===== config.mk =====
export PLATFORM = sky130hd
export DESIGN_NAME = c64_ps2_keyboard
export DESIGN_NICKNAME = d
export VERILOG_FILES = /design/src/rtl/c64_kbd_pkg.sv /design/src/rtl/c64_ps2_keyboard_ps2_rx.sv /design/src/rtl/c64_ps2_keyboard.sv
export SDC_FILE = /design/constraint.sdc
export NUM_CORES = 1
export LEC_CHECK = 0
export ABC_AREA = 1
export BUFFER_PORTS_ARGS = -buffer_cell sky130_fd_sc_hd__clkbuf_2
export CAP_MARGIN = 0
export CORE_MARGIN = 1
export CORE_UTILIZATION = 38
export CTS_CLUSTER_SIZE = 24
export DETAILED_ROUTE_END_ITERATION = 10
export GPL_TIMING_DRIVEN = 0
export PLACE_DENSITY = 0.56
export SYNTH_ARGS = -nofsm -noshare
export SYNTH_HDL_FRONTEND = slang
export SYNTH_SLANG_ARGS = --single-unit

===== constraint.sdc =====
create_clock -name clk -period 2.48 [get_ports clk]
set_input_delay 0.124 -clock clk [delete_from_list [all_inputs] [get_ports clk]]
set_output_delay 0.124 -clock clk [all_outputs]
set_load 0.03 [all_outputs]

===== src/rtl/c64_kbd_pkg.sv =====
// c64_kbd_pkg: shared types and constants for the PS/2 to C64 keyboard bridge.
// Contents:
//   rx_state_t    - PS/2 frame receiver states
//   SC_*          - special PS/2 set-2 scancodes
//   kbd_map_t     - {valid, col, row} position of a key in the C64 matrix
//   scancode_map  - PS/2 set-2 (with E0 prefix flag) to C64 matrix lookup
package c64_kbd_pkg;

  typedef enum logic [1:0] {
    RX_IDLE,
    RX_DATA,
    RX_PARITY,
    RX_STOP
  } rx_state_t;

  localparam logic [7:0] SC_EXT     = 8'hE0;
  localparam logic [7:0] SC_BRK     = 8'hF0;
  localparam logic [7:0] SC_BAT     = 8'hAA;
  localparam logic [7:0] SC_OVR_HI  = 8'hFF;
  localparam logic [7:0] SC_OVR_LO  = 8'h00;
  localparam logic [7:0] SC_RESTORE = 8'h7D;  // with E0 prefix (PgUp)

  typedef struct packed {
    logic       valid;
    logic [2:0] col;   // CIA1 port A bit
    logic [2:0] row;   // CIA1 port B bit
  } kbd_map_t;

  function automatic kbd_map_t key_at(input int col, input int row);
    kbd_map_t m;
    m.valid = 1'b1;
    m.col   = 3'(col);
    m.row   = 3'(row);
    return m;
  endfunction

  // The C64 up-arrow key has no natural PS/2 equivalent, so F8 stands in.
  function automatic kbd_map_t scancode_map(input logic ext, input logic [7:0] code);
    kbd_map_t m;
    m = '0;
    case ({ext, code})
      // column 0: DEL RETURN CRSR-RIGHT F7 F1 F3 F5 CRSR-DOWN
      9'h066, 9'h171: m = key_at(0, 0);
      9'h05A, 9'h15A: m = key_at(0, 1);
      9'h174: m = key_at(0, 2);  9'h083: m = key_at(0, 3);
      9'h005: m = key_at(0, 4);  9'h004: m = key_at(0, 5);
      9'h003: m = key_at(0, 6);  9'h172: m = key_at(0, 7);
      // column 1: 3 W A 4 Z S E LSHIFT
      9'h026: m = key_at(1, 0);  9'h01D: m = key_at(1, 1);
      9'h01C: m = key_at(1, 2);  9'h025: m = key_at(1, 3);
      9'h01A: m = key_at(1, 4);  9'h01B: m = key_at(1, 5);
      9'h024: m = key_at(1, 6);  9'h012: m = key_at(1, 7);
      // column 2: 5 R D 6 C F T X
      9'h02E: m = key_at(2, 0);  9'h02D: m = key_at(2, 1);
      9'h023: m = key_at(2, 2);  9'h036: m = key_at(2, 3);
      9'h021: m = key_at(2, 4);  9'h02B: m = key_at(2, 5);
      9'h02C: m = key_at(2, 6);  9'h022: m = key_at(2, 7);
      // column 3: 7 Y G 8 B H U V
      9'h03D: m = key_at(3, 0);  9'h035: m = key_at(3, 1);
      9'h034: m = key_at(3, 2);  9'h03E: m = key_at(3, 3);
      9'h032: m = key_at(3, 4);  9'h033: m = key_at(3, 5);
      9'h03C: m = key_at(3, 6);  9'h02A: m = key_at(3, 7);
      // column 4: 9 I J 0 M K O N
      9'h046: m = key_at(4, 0);  9'h043: m = key_at(4, 1);
      9'h03B: m = key_at(4, 2);  9'h045: m = key_at(4, 3);
      9'h03A: m = key_at(4, 4);  9'h042: m = key_at(4, 5);
      9'h044: m = key_at(4, 6);  9'h031: m = key_at(4, 7);
      // column 5: + P L - . : @ ,
      9'h079: m = key_at(5, 0);  9'h04D: m = key_at(5, 1);
      9'h04B: m = key_at(5, 2);  9'h04E: m = key_at(5, 3);
      9'h049: m = key_at(5, 4);  9'h052: m = key_at(5, 5);
      9'h054: m = key_at(5, 6);  9'h041: m = key_at(5, 7);
      // column 6: pound * ; HOME RSHIFT = up-arrow /
      9'h05D: m = key_at(6, 0);  9'h05B: m = key_at(6, 1);
      9'h04C: m = key_at(6, 2);  9'h16C: m = key_at(6, 3);
      9'h059: m = key_at(6, 4);  9'h055: m = key_at(6, 5);
      9'h00A: m = key_at(6, 6);  9'h04A: m = key_at(6, 7);
      // column 7: 1 left-arrow CTRL 2 SPACE C= Q RUN/STOP
      9'h016: m = key_at(7, 0);  9'h00E: m = key_at(7, 1);
      9'h014, 9'h114: m = key_at(7, 2);
      9'h01E: m = key_at(7, 3);  9'h029: m = key_at(7, 4);
      9'h011: m = key_at(7, 5);  9'h015: m = key_at(7, 6);
      9'h076: m = key_at(7, 7);
      default: m = '0;
    endcase
    return m;
  endfunction

endpackage


===== src/rtl/c64_ps2_keyboard_ps2_rx.sv =====
// ps2_rx: PS/2 device-to-host frame receiver.
// Ports:
//   clk, res_n           - system clock, synchronous active-low reset
//   ps2_clk, ps2_data    - raw asynchronous PS/2 lines
//   byte_valid           - one-cycle pulse, byte_data holds an accepted byte
//   byte_data[7:0]       - last received byte
//   frame_err            - one-cycle pulse on parity/stop/timeout rejection
module ps2_rx
  import c64_kbd_pkg::*;
#(
  parameter int FILTER_LEN = 8,
  parameter int TIMEOUT    = 20000
) (
  input  logic       clk,
  input  logic       res_n,
  input  logic       ps2_clk,
  input  logic       ps2_data,
  output logic       byte_valid,
  output logic [7:0] byte_data,
  output logic       frame_err
);

  localparam int FW = $clog2(FILTER_LEN + 1);
  localparam int TW = $clog2(TIMEOUT + 1);

  logic [1:0]    clk_sync, dat_sync;
  logic [FW-1:0] filt_cnt;
  logic          filt_clk, fall, dat_smp;

  rx_state_t     state_q, state_d;
  logic [2:0]    bit_cnt_q, bit_cnt_d;
  logic [7:0]    shift_q, shift_d;
  logic          par_q, par_d;
  logic [TW-1:0] tmo_q, tmo_d;
  logic          valid_d, err_d;

  // The filtered clock only flips after FILTER_LEN consecutive synced samples
  // disagree with it; data is captured at the same moment the fall is seen.
  always_ff @(posedge clk) begin
    if (!res_n) begin
      clk_sync <= 2'b11;
      dat_sync <= 2'b11;
      filt_cnt <= '0;
      filt_clk <= 1'b1;
      fall     <= 1'b0;
      dat_smp  <= 1'b1;
    end else begin
      clk_sync <= {clk_sync[0], ps2_clk};
      dat_sync <= {dat_sync[0], ps2_data};
      fall     <= 1'b0;
      if (clk_sync[1] == filt_clk) begin
        filt_cnt <= '0;
      end else if (filt_cnt == FW'(FILTER_LEN - 1)) begin
        filt_cnt <= '0;
        filt_clk <= clk_sync[1];
        fall     <= ~clk_sync[1];
        dat_smp  <= dat_sync[1];
      end else begin
        filt_cnt <= filt_cnt + 1'b1;
      end
    end
  end

  always_ff @(posedge clk) begin
    if (!res_n) begin
      state_q    <= RX_IDLE;
      bit_cnt_q  <= '0;
      shift_q    <= '0;
      par_q      <= 1'b0;
      tmo_q      <= '0;
      byte_valid <= 1'b0;
      frame_err  <= 1'b0;
    end else begin
      state_q    <= state_d;
      bit_cnt_q  <= bit_cnt_d;
      shift_q    <= shift_d;
      par_q      <= par_d;
      tmo_q      <= tmo_d;
      byte_valid <= valid_d;
      frame_err  <= err_d;
    end
  end

  // tmo_q counts cycles since the last falling edge while a frame is open.
  always_comb begin
    state_d   = state_q;
    bit_cnt_d = bit_cnt_q;
    shift_d   = shift_q;
    par_d     = par_q;
    tmo_d     = '0;
    valid_d   = 1'b0;
    err_d     = 1'b0;
    if (state_q != RX_IDLE && !fall) tmo_d = tmo_q + 1'b1;
    if (fall) begin
      case (state_q)
        RX_IDLE: begin
          if (!dat_smp) begin
            state_d   = RX_DATA;
            bit_cnt_d = '0;
          end
        end
        RX_DATA: begin
          shift_d   = {dat_smp, shift_q[7:1]};
          bit_cnt_d = bit_cnt_q + 1'b1;
          if (bit_cnt_q == 3'd7) state_d = RX_PARITY;
        end
        RX_PARITY: begin
          par_d   = dat_smp;
          state_d = RX_STOP;
        end
        RX_STOP: begin
          state_d = RX_IDLE;
          if (dat_smp && (^{shift_q, par_q})) valid_d = 1'b1;
          else                                 err_d   = 1'b1;
        end
        default: state_d = RX_IDLE;
      endcase
    end else if (state_q != RX_IDLE && tmo_q == TW'(TIMEOUT - 1)) begin
      state_d = RX_IDLE;
      err_d   = 1'b1;
    end
  end

  assign byte_data = shift_q;

endmodule


===== src/rtl/c64_ps2_keyboard.sv =====
// c64_ps2_keyboard: PS/2 keyboard to C64 8x8 key matrix for CIA1 port B.
// Ports:
//   clk, res_n          - CIA bus clock, synchronous active-low reset
//   ps2_clk, ps2_data   - raw PS/2 lines
//   col_sel[7:0]        - CIA1 pa_out, low bit selects a column
//   row_n[7:0]          - to CIA1 pb_in, low bit = pressed key in selected column
//   restore_n           - RESTORE key, active low
//   frame_err           - one-cycle pulse on a rejected frame
module c64_ps2_keyboard
  import c64_kbd_pkg::*;
#(
  parameter int FILTER_LEN = 8,
  parameter int TIMEOUT    = 20000
) (
  input  logic       clk,
  input  logic       res_n,
  input  logic       ps2_clk,
  input  logic       ps2_data,
  input  logic [7:0] col_sel,
  output logic [7:0] row_n,
  output logic       restore_n,
  output logic       frame_err
);

  logic            byte_valid;
  logic [7:0]      byte_data;
  logic            rx_err;

  logic [7:0][7:0] key_q, key_d;
  logic            ext_q, ext_d, brk_q, brk_d;
  logic            restore_q, restore_d;
  kbd_map_t        hit;
  logic [7:0]      row_hit;

  ps2_rx #(
    .FILTER_LEN(FILTER_LEN),
    .TIMEOUT   (TIMEOUT)
  ) u_rx (
    .clk       (clk),
    .res_n     (res_n),
    .ps2_clk   (ps2_clk),
    .ps2_data  (ps2_data),
    .byte_valid(byte_valid),
    .byte_data (byte_data),
    .frame_err (rx_err)
  );

  // Decoder next state. RESTORE is also dropped on a frame error so that a
  // lost break code cannot leave it held.
  always_comb begin
    key_d     = key_q;
    ext_d     = ext_q;
    brk_d     = brk_q;
    restore_d = restore_q;
    hit       = scancode_map(ext_q, byte_data);
    if (rx_err) begin
      key_d     = '0;
      ext_d     = 1'b0;
      brk_d     = 1'b0;
      restore_d = 1'b0;
    end else if (byte_valid) begin
      case (byte_data)
        SC_EXT: ext_d = 1'b1;
        SC_BRK: brk_d = 1'b1;
        SC_BAT, SC_OVR_HI, SC_OVR_LO: begin
          key_d     = '0;
          ext_d     = 1'b0;
          brk_d     = 1'b0;
          restore_d = 1'b0;
        end
        default: begin
          if (ext_q && byte_data == SC_RESTORE) restore_d = ~brk_q;
          else if (hit.valid)                   key_d[hit.col][hit.row] = ~brk_q;
          ext_d = 1'b0;
          brk_d = 1'b0;
        end
      endcase
    end
  end

  // Rows are formed from the next-state matrix so a matrix update and a
  // col_sel change in the same cycle land in row_n together.
  always_comb begin
    row_hit = '0;
    for (int c = 0; c < 8; c++) begin
      if (!col_sel[c]) row_hit = row_hit | key_d[c];
    end
  end

  always_ff @(posedge clk) begin
    if (!res_n) begin
      key_q     <= '0;
      ext_q     <= 1'b0;
      brk_q     <= 1'b0;
      restore_q <= 1'b0;
      row_n     <= 8'hFF;
    end else begin
      key_q     <= key_d;
      ext_q     <= ext_d;
      brk_q     <= brk_d;
      restore_q <= restore_d;
      row_n     <= ~row_hit;
    end
  end

  assign restore_n = ~restore_q;
  assign frame_err = rx_err;

endmodule

# ---- After elaboration in Yosys (flattened, before gate mapping)
# Cells that the tools add are included.
dict set report totals {
  input_bits 12
  reg_bits 117
  out_inout_bits 10
}
dict set report classes {
  bitwise_logic 17
  n_eq_ne 82
  n_lt_le_gt_ge 4
  reduce_logical 32
  addsub 3
  n_mux 35
}
# op count
set op_table {}
lappend op_table {{$pmux 7 s64} 1}
lappend op_table {{$mux 64} 4}
lappend op_table {{$eq 9x6->1 const B} 23}
lappend op_table {{$eq 9x7->1 const B} 22}
lappend op_table {{$pmux 64 s2} 1}
lappend op_table {{$eq 9x5->1 const B} 10}
lappend op_table {{$mux 8} 9}
lappend op_table {{$bwmux 64} 1}
lappend op_table {{$or 8x8->8} 7}
lappend op_table {{$eq 9x9->1 const B} 6}
lappend op_table {{$eq 8x8->1 const B} 4}
lappend op_table {{$demux 8 s3} 1}
lappend op_table {{$eq 9x3->1 const B} 2}
lappend op_table {{$eq 9x4->1 const B} 2}
lappend op_table {{$add 15x1->15 const B} 1}
lappend op_table {{$eq 15x15->1 const B} 1}
lappend op_table {{$reduce_and 2->1} 6}
lappend op_table {{$reduce_and 3->1} 4}
lappend op_table {{$reduce_or 2->1} 5}
lappend op_table {{$eq 9x2->1 const B} 1}
lappend op_table {{$eq 9x8->1 const B} 1}
lappend op_table {{$not 1->1} 9}
lappend op_table {{$reduce_or 3->1} 3}
lappend op_table {{$reduce_xor 9->1} 1}
lappend op_table {{25 further kinds} 48}

# ---- Depth between registers and ports, before layout
# Gate-level depths: netlist of the first run.
dict set report depth {
  depth_word 31
  ltp_mapped 20
  ltp_nobuf 19
}

# ---- Modules after synthesis
# Synthesis of the first run repeated with hierarchy kept, for this count alone.
dict set report hier_totals {
  hier_cells 1333
  hier_area_um2 7642.3
}
# mod area_each_um2 instances cells_per_inst
set by_module_without_submodules {}
lappend by_module_without_submodules {c64_ps2_keyboard 5770.5 1 1089}
lappend by_module_without_submodules {ps2_rx 1871.8 1 244}

# ---- Worst setup path after synthesis of the first run
# No wires, ideal clock.
dict set report synth_timing {
  kind {register -> register}
  startpoint {register u_rx.shift_q[4], in the netlist u_rx.byte_data[4]}
  endpoint {register row_n[0]}
  path_buffers 2
  stages_incl_launch_ff 15
  path_slack_ns 0.462
  arrival_ns 1.892
  required_ns 2.354
  path_cell_list {dfxtp_1 -> buf_2 -> nor2_2 -> nand2_1 -> nor2_1 -> nand3b_4 -> nor2_4 -> buf_4 -> nand2_1 -> nand2_1 -> a211oi_1 -> inv_1 -> o22ai_1 -> nand3b_1 -> nand2_1}
}
dict set report synth_via {
  elab_chain_len 31
  word_cells_on_any_way 112
  classes_between {order compare: 4; eq/ne: 72; mux: 19; bitwise: 8; reduce/logical: 9}
}
# item line_no
set synth_lines {}
lappend synth_lines {{start, declared} c64_ps2_keyboard_ps2_rx.sv:32} ;# logic [7:0] shift_q, shift_d;
lappend synth_lines {{start signal, assigned} c64_ps2_keyboard_ps2_rx.sv:76} ;# shift_q <= shift_d;
lappend synth_lines {{$eq 9x5->1 (tied with other cells)} c64_kbd_pkg.sv:41} ;# case ({ext, code})
lappend synth_lines {{$reduce_or 2->1} c64_kbd_pkg.sv:41}
lappend synth_lines {{$pmux 7 s64} c64_kbd_pkg.sv:41}
lappend synth_lines {{$lt 3x4->1 (implied by the code) / $ge 3x1->1 (equally long branches)} c64_ps2_keyboard.sv:73} ;# else if (hit.valid) key_d[hit.col][hit.row] = ~brk_q;
lappend synth_lines {{$logic_and 1x1->1 (implied by the code)} c64_ps2_keyboard.sv:73}
lappend synth_lines {{$mux 1 (implied by the code)} c64_ps2_keyboard.sv:73}
lappend synth_lines {{$demux 1 s3} c64_ps2_keyboard.sv:73}
lappend synth_lines {{$mux 8 (implied by the code)} c64_ps2_keyboard.sv:73}
lappend synth_lines {{(+15 left out)} --}
lappend synth_lines {{$mux 8} c64_ps2_keyboard.sv:86} ;# if (!col_sel[c]) row_hit = row_hit | key_d[c];
lappend synth_lines {{$or 8x8->8} c64_ps2_keyboard.sv:86}
lappend synth_lines {{$mux 8} c64_ps2_keyboard.sv:86}
lappend synth_lines {{$or 8x8->8} c64_ps2_keyboard.sv:86}
lappend synth_lines {{$mux 8} c64_ps2_keyboard.sv:86}
lappend synth_lines {{$or 8x8->8} c64_ps2_keyboard.sv:86}
lappend synth_lines {{$mux 8 (*)} c64_ps2_keyboard.sv:86}
lappend synth_lines {{$not 8->8 (*)} c64_ps2_keyboard.sv:102} ;# row_n <= ~row_hit;
lappend synth_lines {{end signal, assigned} c64_ps2_keyboard.sv:102}
lappend synth_lines {{end, declared} c64_ps2_keyboard.sv:20} ;# output logic [7:0] row_n,
# Mark *: on every way between the ends. The rest lies on a longest branch, timed or not.
# A chain may end at the register's enable or synchronous reset.

# ---- Worst setup path after layout of the first run
dict set report layout_timing {
  startpoint {register u_rx.frame_err}
  endpoint {register row_n[4]}
}
dict set report layout_via {
  elab_chain_len 17
}
# item line_no
set layout_lines {}
lappend layout_lines {{start, declared} c64_ps2_keyboard_ps2_rx.sv:20} ;# output logic frame_err
lappend layout_lines {{start signal, assigned} c64_ps2_keyboard_ps2_rx.sv:80} ;# frame_err <= err_d;
lappend layout_lines {{$mux 64 (*)} c64_ps2_keyboard.sv:56} ;# if (rx_err) begin
lappend layout_lines {{$mux 8} c64_ps2_keyboard.sv:86}
lappend layout_lines {{$or 8x8->8} c64_ps2_keyboard.sv:86}
lappend layout_lines {{$mux 8} c64_ps2_keyboard.sv:86}
lappend layout_lines {{$or 8x8->8} c64_ps2_keyboard.sv:86}
lappend layout_lines {{$mux 8} c64_ps2_keyboard.sv:86}
lappend layout_lines {{$or 8x8->8} c64_ps2_keyboard.sv:86}
lappend layout_lines {{$mux 8} c64_ps2_keyboard.sv:86}
lappend layout_lines {{$or 8x8->8} c64_ps2_keyboard.sv:86}
lappend layout_lines {{$mux 8} c64_ps2_keyboard.sv:86}
lappend layout_lines {{$or 8x8->8} c64_ps2_keyboard.sv:86}
lappend layout_lines {{$mux 8} c64_ps2_keyboard.sv:86}
lappend layout_lines {{$or 8x8->8} c64_ps2_keyboard.sv:86}
lappend layout_lines {{$mux 8} c64_ps2_keyboard.sv:86}
lappend layout_lines {{$or 8x8->8} c64_ps2_keyboard.sv:86}
lappend layout_lines {{$mux 8 (*)} c64_ps2_keyboard.sv:86}
lappend layout_lines {{$not 8->8 (*)} c64_ps2_keyboard.sv:102}
# Marks and branches as above.

==> results of run 1 <==
-- layout by cell type (no fill, tap or decap), types with 11 or more instances in the layout --
master	count
sky130_fd_sc_hd__a21oi_1	108
sky130_fd_sc_hd__buf_4	46
sky130_fd_sc_hd__buf_6	11
sky130_fd_sc_hd__clkbuf_1	36
sky130_fd_sc_hd__clkbuf_16	20
sky130_fd_sc_hd__clkbuf_2	22
sky130_fd_sc_hd__dfxtp_1	112
sky130_fd_sc_hd__inv_1	94
sky130_fd_sc_hd__nand2_1	199
sky130_fd_sc_hd__nand2_2	16
sky130_fd_sc_hd__nand2_4	15
sky130_fd_sc_hd__nand3_1	44
sky130_fd_sc_hd__nand3_2	11
sky130_fd_sc_hd__nor2_1	179
sky130_fd_sc_hd__nor2_2	28
sky130_fd_sc_hd__nor2_4	32
sky130_fd_sc_hd__nor3_1	27
sky130_fd_sc_hd__nor4_1	18
sky130_fd_sc_hd__o211ai_1	17
sky130_fd_sc_hd__o21ai_0	91
sky130_fd_sc_hd__o21ai_1	33
-- stage by stage --
stage               cell area [um^2]  total power [mW]  cells  util (%)
detailed placement              8030              2.01   1519      41.1
finish                         10100              4.47   1607      51.5
floorplan                       7610              1.96   1237         -
global placement                8030              2.01   1519      41.1
CTS                             9180              4.47   1574      47.0
global route                   10100              4.58   1607      51.5
-- registers in the layout (all words and copies together), names as in the netlist --
| name | cells |
|---|---|
| brk_q | 1 |
| ext_q | 1 |
| key_q | 64 |
| restore_q | 1 |
| row_n | 8 |
| u_rx.bit_cnt_q | 3 |
| u_rx.byte_data | 8 |
| u_rx.byte_valid | 1 |
| u_rx.clk_sync | 2 |
| u_rx.dat_smp | 1 |
| u_rx.dat_sync | 2 |
| u_rx.fall | 1 |
| u_rx.filt_clk | 1 |
| u_rx.filt_cnt | 4 |
| u_rx.frame_err | 1 |
| u_rx.par_q | 1 |
| u_rx.state_q | 2 |
| u_rx.tmo_q | 15 |
-- synthesized netlist by cell type, types with 7 or more instances --
master and n:
sky130_fd_sc_hd__a21oi_1 116, sky130_fd_sc_hd__nor2_1 228, sky130_fd_sc_hd__nor3_1 37, sky130_fd_sc_hd__clkbuf_1 44, sky130_fd_sc_hd__o22ai_1 14, sky130_fd_sc_hd__a211oi_1 7
sky130_fd_sc_hd__inv_1 105, sky130_fd_sc_hd__nor2_2 7, sky130_fd_sc_hd__nand2_1 227, sky130_fd_sc_hd__o21ai_1 16, sky130_fd_sc_hd__nand3_1 58, sky130_fd_sc_hd__buf_2 9
sky130_fd_sc_hd__o211ai_1 17, sky130_fd_sc_hd__o21ai_0 118, sky130_fd_sc_hd__o221ai_1 7, sky130_fd_sc_hd__dfxtp_1 117, sky130_fd_sc_hd__nor4_1 19, sky130_fd_sc_hd__ha_1 8
sky130_fd_sc_hd__nand4_1 7
-- how the worst max path moves through the flow --
| stage | start | endpoint | cells after the start |
|---|---|---|---|
| 6_report | u_rx.frame_err | row_n[4] | 8 |
| 4_1_cts | u_rx.byte_data[1] | row_n[5] | 19 |
| 2_1_floorplan | u_rx.byte_data[4] | row_n[0] | 14 |
| 5_1_grt | u_rx.byte_data[3] | row_n[4] | 15 |
| 3_3_place_gp | u_rx.byte_data[4] | row_n[5] | 17 |
| 3_5_place_dp | u_rx.byte_data[4] | row_n[5] | 17 |
-- logic make-up after synthesis --
group | count (synthesis)
fa+ha+maj | 8
buf+inv | 184
simple gates | 610
flops | 117
compound gates | 307
xor+xnor | 11
-- metal layers --
metal,global-route usage [%],vias to the layer above
met5,0,-
met2,50.4,604
li1,-,4320
met4,16.1,0
met1,46.0,4354
met3,9.56,119
-- tightest hold or removal path, stage by stage --
cell and delay (ns):
sky130_fd_sc_hd__clkbuf_2 0.10, sky130_fd_sc_hd__inv_1 0.14, sky130_fd_sc_hd__nor4_1 0.10
-- where the power goes --
group          switching, mW  internal (mW)
sequential           0.00124           1.88
combinational         0.0758         0.0174
clock                   1.06           1.43
total                   1.13           3.33
-- what timing repair did --
action                                 CTS  global route
hold buffers                             2             0
buffers inserted                        21            30
endpoints found under the hold margin    2             0
resized for setup                      120           172
setup endpoints to repair               10            10
gates cloned                             0             5
pin swaps                               20            55
-- layout make-up --
class,instances,area (um^2)
Timing Repair Buffer,74,646
Multi-Input combinational cell,937,5230
Clock inverter,14,144
Buffer,69,449
Fill cell,1986,9470
Inverter,113,459
Sequential cell,117,2360
Tap cell,265,332
Clock buffer,18,439
==> results.txt, run 1 <==
The H-tree depth is 4. The synthesized area divided by synthesized cell count came out at 6.15 um^2. The peak fanout along the critical path is 10.

The width of the chip came out at roughly 140 um. The detailed-route vias per instance came out at approximately 5.8. The path depth of the worst reg2reg path is 8. The area growth from synthesis to layout is 32.1%. The critical setup path kind is reg2reg. The type of the tightest min-delay check is in2reg. The post-route DRC violation count came out at 0. The worst IR drop on VDD is 0.000441 V.

The first-pass iteration count of the detailed router is 7. The CTS tree is built. By area, the combinational part of the netlist is dominated by simple AND/OR/NAND/NOR gates.

The post-route minimum period came out at 2.58 ns. The share of the synthesized netlist area taken by xor and xnor gates came out at 1.27%. The top cell type's share of synthesized area came out at 30.8%. The category of cells accounting for the largest share of critical-path delay is buffers and inverters. The routed design has ~35 mm of wire. The initial standard-cell utilization of the core came out at 39.0%. The leakage component of the power is 3.95 nW.

Data on the critical path is required at its endpoint by roughly 2.9 ns. Port buffering added 17 buffers. The count of boundary I/O pins came out at 22. The maximum number of pins on one net before global-route repair came out at 17. The worst setup path is launched from a register.

The share of flip-flops with an asynchronous set or reset is 0%. The dominant cell type by area after synthesis is sky130_fd_sc_hd__dfxtp_1. The worst hold path terminates at u_rx.fall. The clock net sink count came out at 117.

The area of the core came out at 19500 um^2. In this run the critical register-to-register path is captured at row_n[4]. The number of max-slew violations in the final report is 0. For the worst setup path, the data arrival time is 2.95 ns. The slowest stage of the critical path belongs to the cell sky130_fd_sc_hd__clkbuf_1.

The transition time at the pin with the least slew margin is slightly below 0.9 ns. The setup slack of the worst register-to-register path came out at -0.10 ns. The worst register-to-register path begins at u_rx.frame_err. The Yosys step of the flow raised 0 warnings. The height of the chip came out at 144 um. After detailed routing, no signal wire sits above met4.

The fraction of final layout cells sized beyond drive strength 1 came out at between 20% and 30%. In the final routing, the length of wire on met1 measures 14.8 mm. The total power divided by cell area is 444 nW/um^2. The relative slew slack came out at 40.8%.

Walking the worst path, the cells encountered are clkbuf_1, clkinv_2, clkbuf_1, o211ai_1, o22ai_1, nor3_2, nand3b_1, nand2_1. Setup slack on the critical path of the routed design comes to -0.103 ns. Across the run, the number of max-cap violations was 0. The count of endpoints failing hold in the final timing report was 0. The total half-perimeter wirelength after legalization and detailed placement came out at 25.4 mm.

Static timing analysis puts the maximum clock frequency at 387 MHz. Summing every instance area after synthesis gives 7610 um^2. In the final design database the tool counted between 1k and 1.5k nets.

The final global-route overflow total came out at 0. The routed length on met2 came out at between 10 and 15 mm. By area the synthesized netlist is led by sky130_fd_sc_hd__dfxtp_1, sky130_fd_sc_hd__nor2_1, sky130_fd_sc_hd__nand2_1. Setup repair after global routing could not meet its margin everywhere. After synthesis, the netlist uses 44 different library cells. The total buffers and inverters traversed by the critical path is 3. Setup violations remaining at the end of the flow were counted as 7.

The tree is rooted in a sky130_fd_sc_hd__clkbuf_16. Clock-pin slew was measured on the worst setup and hold paths at 0.06 ns. In this design, the stage delay of the slowest critical-path cell is 0.53 ns.

After floorplanning, the core was divided into approximately 50 placement rows. In the synthesized netlist, the number of instances is ~1.2k. The number of global-route vias before repair came to just over 8k. The nature of the critical path endpoint is a register. By instance count, the cell type seen most on the critical path is sky130_fd_sc_hd__clkbuf_1.

The number of antenna violations at the first check in global routing came to 0. The count of state elements after synthesis is 117. After detailed routing, the met3 layer carries around 4.0 mm of wire. The wire length of the first global-routing pass is 50.5 mm.

TritonCTS created 17 clock buffers. The prevailing post-synth register cell is sky130_fd_sc_hd__dfxtp_1. The launch point of the worst hold path is res_n.

The latest clock arrival within the worst-skew pair is 0.43 ns. After Yosys synthesis, and, or, nand and nor cells account for 34.6% of the synthesized area. The synthesized netlist devotes between 20% and 30% of its cell area to compound gates. The antenna violation net count after detailed routing came out at 0. The clock tree skew after final layout came out at 0.0102 ns.

The net count after synthesis came out at between 1k and 1.5k. 0 antenna diodes ended up in the layout. The overall fraction of global-route tracks in use is 34.2%. The final critical path takes up 104% of the cycle.

Final hold analysis gives a worst-case slack of between 0.09 and 0.1 ns. The via count came out at 9397. The cell count of the worst hold path came out at 3. The mux contribution to synthesized area came out at 0%. The proportion of synthesized chip area in sequential cells came out at between 30% and 40%. In the final routed layout, each cell accounts on average for 22.0 um.

The number of flops mapped to enable cells by yosys is 0. The run finished, with violations left. The checks that failed: negative setup slack. The synthesized netlist devotes under 10% of its cell area to adder and majority cells. The number of buffers on the longest clock path came out at 2. The last weighted congestion value of the routability-driven placer is between 1 and 1.5. The initial DRC count came out at 1277. In the final timing run, aggregate negative setup slack is -0.316 ns.

The die covers slightly above 20000 um^2. The post-placement worst setup slack is -0.662 ns.
Power figures use the tool's default switching activity.
==> run 2, diff against run 1 <==
Settings changed: GPL_TIMING_DRIVEN 0 to default, REMOVE_ABC_BUFFERS from default to 1.
==> run 2 against run 1 <==
Effect of this change: the flow now finishes without violations; critical path depth up 7; die area unchanged; sequential cell count unchanged; sequential power about the same; worst setup slack better by 0.24 ns; clock-buffer cell count down 1; wire length down 20%; register-to-register slack better by 0.24 ns; clock skew up 0.0046 ns.
==> results.txt, run 2 (synthesis results as in run 1) <==
The run finished with clean final reports. The clock slew seen by the registers of the worst setup and hold paths is 0.06 ns. The transition time at the pin with the least slew margin is around 0.63 ns. The library cells used most frequently in the layout, excluding fill and tap cells, are sky130_fd_sc_hd__nand2_1, sky130_fd_sc_hd__nor2_1, sky130_fd_sc_hd__a21oi_1. The first-pass iteration count of the detailed router came out at 5. The origin of the worst setup path is u_rx.byte_data[3].

The library cell used most frequently in the layout, excluding fill and tap cells, is sky130_fd_sc_hd__nand2_1. The power after layout is 4.61 mW. The initial DRC count came out at 711. Cells with a size suffix above 1 make up between 10% and 20% of the layout. The post-route DRC violation count came out at 0.

The number of global-route vias before repair is 7667. The maximum number of pins on one net before global-route repair came out at 96. The worst setup path is of the reg2reg kind. The relative slew slack is 58.3%. The worst IR drop on VDD came out at 0.000409 V. The area of the core came out at 19500 um^2.

The worst setup path is captured at a register. The peak fanout along the critical path came out at 25. The die is between 100 and 150 um wide. Buffers placed on the I/O ports in this run total 21.

The routed length on met2 came out at 12.3 mm. The largest registers in the layout are key_q x64, u_rx.tmo_q x15. For the worst setup path, the data required time is 2.85 ns. Across every metal layer, demand over resource in global routing totals 28.2%. The H-tree depth is 4. The top register by number of flip-flops is key_q. Summing all placed instances gives a cell area of roughly 8400 um^2.

The height of the chip is approximately 140 um. The final clock period utilization by the worst path is 94.3%. For this run the aggregate overflow at the end of global routing stands at 0. The count of endpoints failing hold in the final timing report came out at 0. Prior to clock tree synthesis, the placed netlist has a worst setup slack of -0.0735 ns. The final-report setup violation count is 0. The number of antenna violations at the first check in global routing came out at 0. The wire length of the first global-routing pass is 43.4 mm.

The total half-perimeter wirelength after legalization and detailed placement came out at 19.4 mm. Timing would allow up to about 430 MHz. The initial standard-cell utilization of the core came out at between 30% and 40%. The number of placement rows is 51. The die covers around 21000 um^2. The launch point of the worst hold path is res_n. The launching point of the worst reg2reg path is u_rx.byte_data[3]. 0 antenna diodes ended up in the layout.

The last weighted congestion value of the routability-driven placer came out at a little under 1. STA classifies the critical path startpoint as a register. In the detailed route, the total length drawn on met3 is 2.12 mm. The antenna violation net count after detailed routing is 0. The leakage component of the power came out at 3.77 nW.

Max-cap violations in this run came to 0. The total clock buffers created by CTS came out at 17. The wire length per cell is between 15 and 20 um. The number of max-slew violations in the final report is 0.

The clock passes through at most 2 buffers. The clock net sink count came out at 117. The final-stage net count is 1308.

The final cell area excluding filler cells came out at 9330 um^2. The flip-flop count of the largest register after layout came out at between 60 and 70. The count of boundary I/O pins came out at 22.

The later pin in the worst-skew pair is clocked with a latency of 0.44 ns. In this run the worst hold path is classified as in2reg. The tree is rooted in a sky130_fd_sc_hd__clkbuf_16. The total power divided by cell area came out at 495 nW/um^2. Routed signal wires occupy layers up through met4. The routed design has 28.3 mm of wire.

The post-route minimum period came out at 2.34 ns. The clock tree skew after final layout came out at around 0.015 ns. The detailed-route vias per instance is 5.38. The wire length the detailed router placed on met1 is 13.0 mm. The routed layout has 8421 vias. In the post-route analysis, the smallest setup slack over all paths is 0.142 ns. The signal arrival time at the worst endpoint came out at 2.71 ns.

The area growth from synthesis to layout came out at 22.5%. TritonCTS built the clock tree.
[run 2: changes by cell type in the layout (fill, tap and decap cells not counted), moves of 13 or more]
| cell | delta |
|---|---|
| sky130_fd_sc_hd__o21ai_1 | -13 |
| sky130_fd_sc_hd__o21ai_0 | +22 |
| sky130_fd_sc_hd__nand2_1 | +18 |
| sky130_fd_sc_hd__nor2_4 | -20 |
| sky130_fd_sc_hd__buf_4 | +17 |
| sky130_fd_sc_hd__clkbuf_1 | -36 |
| sky130_fd_sc_hd__nor2_1 | +32 |
[run 2: worst paths after layout]
kind / to / slack [ns] / cells after the start
max reg2reg: row_n[2] / 0.14 / 15
max: row_n[2] / 0.14 / 15
min reg2reg: u_rx.dat_sync[1] / 0.41 / 1
min: row_n[3] / 0.15 / 3
[run 2: repair_timing]
item                       CTS  global route
buffers inserted             0             6
hold endpoints to repair     2             0
gates resized for setup      4            77
setup endpoints to repair    4            10
hold buffers                 2             0
gates cloned                 0             1
pin swaps                    0            17
[run 2: stage by stage]
| stage | instances | utilization (%) | hold slack [ns] | setup TNS (ns) |
|---|---|---|---|---|
| finish | 1566 | 47.8 | 0.151 | 0 |
| global route | 1566 | 47.8 | 0.161 | -0.0377 |
| CTS | 1560 | 46.2 | 0.142 | 0 |
| detailed placement | 1526 | 42.9 | 0.316 | -0.135 |
| global placement | 1526 | 42.9 | 0.315 | -0.470 |
| floorplan | 1166 | - | 0.193 | -43.54 |
[run 2: cell type report]
cell class / instances / area [um^2]
clock inverter: 15 / 194
multi-input combinational: 936 / 4700
clock buffer: 17 / 425
sequential: 117 / 2360
fill: 2071 / 10200
inverter: 113 / 429
timing repair buffer: 103 / 882
tap: 265 / 332
[run 2: power breakdown]
group / switching, mW / internal [mW]
Sequential: 0.00128 / 1.88
Combinational: 0.0735 / 0.0181
Clock: 1.03 / 1.61
[run 2: critical path: stages (launching register included)]
cell	delay, ns
sky130_fd_sc_hd__dfxtp_4	0.39
sky130_fd_sc_hd__nor2_4	0.18
sky130_fd_sc_hd__nand2_4	0.10
sky130_fd_sc_hd__nor3_4	0.25
sky130_fd_sc_hd__buf_4	0.18
sky130_fd_sc_hd__inv_4	0.06
sky130_fd_sc_hd__nand2_4	0.11
sky130_fd_sc_hd__buf_12	0.17
sky130_fd_sc_hd__o21ai_0	0.10
sky130_fd_sc_hd__nand2_1	0.07
sky130_fd_sc_hd__a21oi_1	0.05
sky130_fd_sc_hd__o21ai_1	0.15
sky130_fd_sc_hd__o22ai_2	0.14
sky130_fd_sc_hd__nor3_1	0.19
sky130_fd_sc_hd__nand2_1	0.07
sky130_fd_sc_hd__nand2_1	0.05
[run 2: routing by layer]
metal  up-vias  GRT usage, %
li1       4228             -
met1      3816          38.5
met2       316          43.7
met3        61          5.16
met4         0          11.0
met5         -             0
==> run 3, diff against run 2 <==
Settings changed: CORE_MARGIN 1 to 5, CTS_BUF_LIST from default to sky130_fd_sc_hd__clkbuf_4.
==> run 3 against run 2 <==
Effect of this change: sequential power barely moved; register-to-register slack barely moved; wire length rose by 0.19%; largest power group is now registers; design area is 2.1% lower; highest routed layer unchanged; final cell count up 1.9%; total power down 26%; worst setup slack gained 0.013 ns; utilization fell by 1.1 points; clock skew up 0.013 ns.
==> results.txt, run 3 (synthesis results as in run 1) <==
The flow ran to the end, and the final reports show no timing, DRC or antenna violations. Across the run, the number of max-cap violations was 0. The clock net sink count came out at 117. The detailed router placed 8428 vias in this run. The number of buffer cells added on primary ports is 21. The count of endpoints failing hold in the final timing report is 0. Once placement completed, the tool counted placed cells totaling 1556. TritonCTS built the clock tree. The total overflow left after global routing is 0.

The floorplan step set the die width to between 150 and 200 um. The placed standard-cell area is 8620 um^2. The congestion estimate from routability-driven global placement came to 1.00. The tree is rooted in a sky130_fd_sc_hd__clkbuf_4. The die is between 150 and 200 um tall. The signal arrival time at the worst endpoint is between 2 and 3 ns. The total clock buffers created by CTS came out at 17. The initial DRC count came out at ~600. The final-report setup violation count is 0.

The transition time at the pin with the least slew margin came out at 0.508 ns. The number of buffers on the longest clock path is 2. The library cell used most frequently in the layout, excluding fill and tap cells, is sky130_fd_sc_hd__nand2_1. The pre-antenna-repair detailed-routing pass consisted of 5 iterations. The utilization of the core after routing is 46.6%. The detailed-route vias per instance came out at 5.28.

The routed wire length is 28.3 mm. Entering global routing, the biggest net connects 73 pins. In this run the number of H-tree levels came out at 4. The initial standard-cell utilization of the core is between 30 and 40%.

The post-route worst hold slack is 0.103 ns. The total power divided by cell area is 374 nW/um^2. The worst register-to-register path has a setup slack of 0.15 ns.

The clock slew seen by the registers of the worst setup and hold paths came out at 0.13 ns. In the final timing run, aggregate negative setup slack is 0 ns. The wire length per cell is 17.8 um. The final clock period utilization by the worst path came out at 93.8%. For the worst setup path, the data required time is 2.93 ns. The number of global-route vias before repair came out at 7834. The peak fanout along the critical path came out at 22. In the layout the commonest cells are sky130_fd_sc_hd__nand2_1, sky130_fd_sc_hd__nor2_1, sky130_fd_sc_hd__a21oi_1. The flip-flop count of the largest register after layout is 64. The area of the core came out at ~20000 um^2. After the flow finishes, the layout carries non-filler instances totaling 1595.

The clock tree skew after final layout came out at 0.0280 ns. The detail route stage leaves a number of antenna-violating nets equal to 0. The type of the tightest min-delay check is in2reg.

The overall fraction of global-route tracks in use is 25.6%. The relative slew slack came out at 66.2%. Once routing completed, OpenROAD measured the worst setup slack at 0.155 ns. The post-route minimum period is 2.33 ns. STA classifies the critical path startpoint as a register. The nature of the critical path endpoint is a register. From synthesis to final layout, the design area changed by 20.0%.

The die covers 23000 um^2. The worst setup path is of the reg2reg kind. The final-stage net count came out at between 1k and 1.5k. Setup repair after global routing could not meet its margin everywhere.

The number of antenna violations at the first check in global routing was 1. The post-placement worst setup slack came out at 0.0248 ns. IR analysis of the VDD net gives a maximum drop of 0.000314 V. More flip-flops sit in one register than any other, and that register is key_q. The final cell area excluding filler cells came out at just over 9000 um^2. The leakage component of the power came out at between 3 and 4 nW. The fraction of final layout cells sized beyond drive strength 1 came out at 18.3%. The number of placement rows came out at 51. The maximum frequency from static timing analysis came out at ~430 MHz. The post-route DRC violation count is 0. The completed layout was analyzed and its total power is 3.42 mW.

22 I/O pins were placed. The number of max-slew violations in the final report is 0. The latest clock arrival within the worst-skew pair came out at 0.56 ns. The total half-perimeter wirelength after legalization and detailed placement came out at 20.4 mm. The first global-routing pass estimated between 40 and 50 mm of wire. The largest registers in the layout are key_q x64, u_rx.tmo_q x15.
-- run 3: critical path: stages (launching register included) --
cell	delay, ns
sky130_fd_sc_hd__dfxtp_4	0.38
sky130_fd_sc_hd__buf_4	0.15
sky130_fd_sc_hd__nor2_4	0.17
sky130_fd_sc_hd__nand2_2	0.07
sky130_fd_sc_hd__nor2_2	0.14
sky130_fd_sc_hd__nand3b_4	0.17
sky130_fd_sc_hd__nor2_4	0.06
sky130_fd_sc_hd__buf_12	0.16
sky130_fd_sc_hd__buf_4	0.15
sky130_fd_sc_hd__nand2_1	0.06
sky130_fd_sc_hd__a21oi_1	0.05
sky130_fd_sc_hd__nor2_1	0.09
sky130_fd_sc_hd__inv_1	0.07
sky130_fd_sc_hd__o221ai_2	0.18
sky130_fd_sc_hd__buf_4	0.17
sky130_fd_sc_hd__nor2_1	0.05
sky130_fd_sc_hd__nand2_1	0.05
sky130_fd_sc_hd__nand2_1	0.05
-- run 3: power breakdown --
group | internal [mW] | leakage [nW] | switching, mW
registers | 1.88 | 0.951 | 0.00129
logic | 0.0190 | 2.63 | 0.0704
clock network | 0.600 | 0.138 | 0.850
-- run 3: cell type report --
type                            count  area [um^2]
Clock inverter                     15          155
Clock buffer                       17          128
Antenna cell                        1         2.50
Timing Repair Buffer              131         1080
Sequential cell                   117         2370
Fill cell                        2089        10500
Multi-Input combinational cell    936         4630
Inverter                          113          432
Tap cell                          265          332
-- run 3: worst paths after layout --
path                     startpoint  cells past startpoint                to
hold / removal           col_sel[2]                      5          row_n[4]
hold reg to reg    u_rx.dat_sync[0]                      1  u_rx.dat_sync[1]
setup / recovery  u_rx.byte_data[7]                     17          row_n[1]
setup reg to reg  u_rx.byte_data[7]                     17          row_n[1]
-- run 3: metal layers --
layer  track usage (%)  wire, um
met5                 0         0
met4              7.19       493
met3              4.64      1970
met2              39.4     12400
met1              36.6     13500
-- run 3: repair_timing --
| action | CTS | global route |
|---|---|---|
| endpoints found under the hold margin | 14 | 0 |
| pin swaps | 0 | 5 |
| buffers inserted | 0 | 3 |
| gates resized for setup | 2 | 63 |
| hold buffers | 3 | 0 |
| setup endpoints to repair | 3 | 10 |
| gates cloned | 0 | 0 |
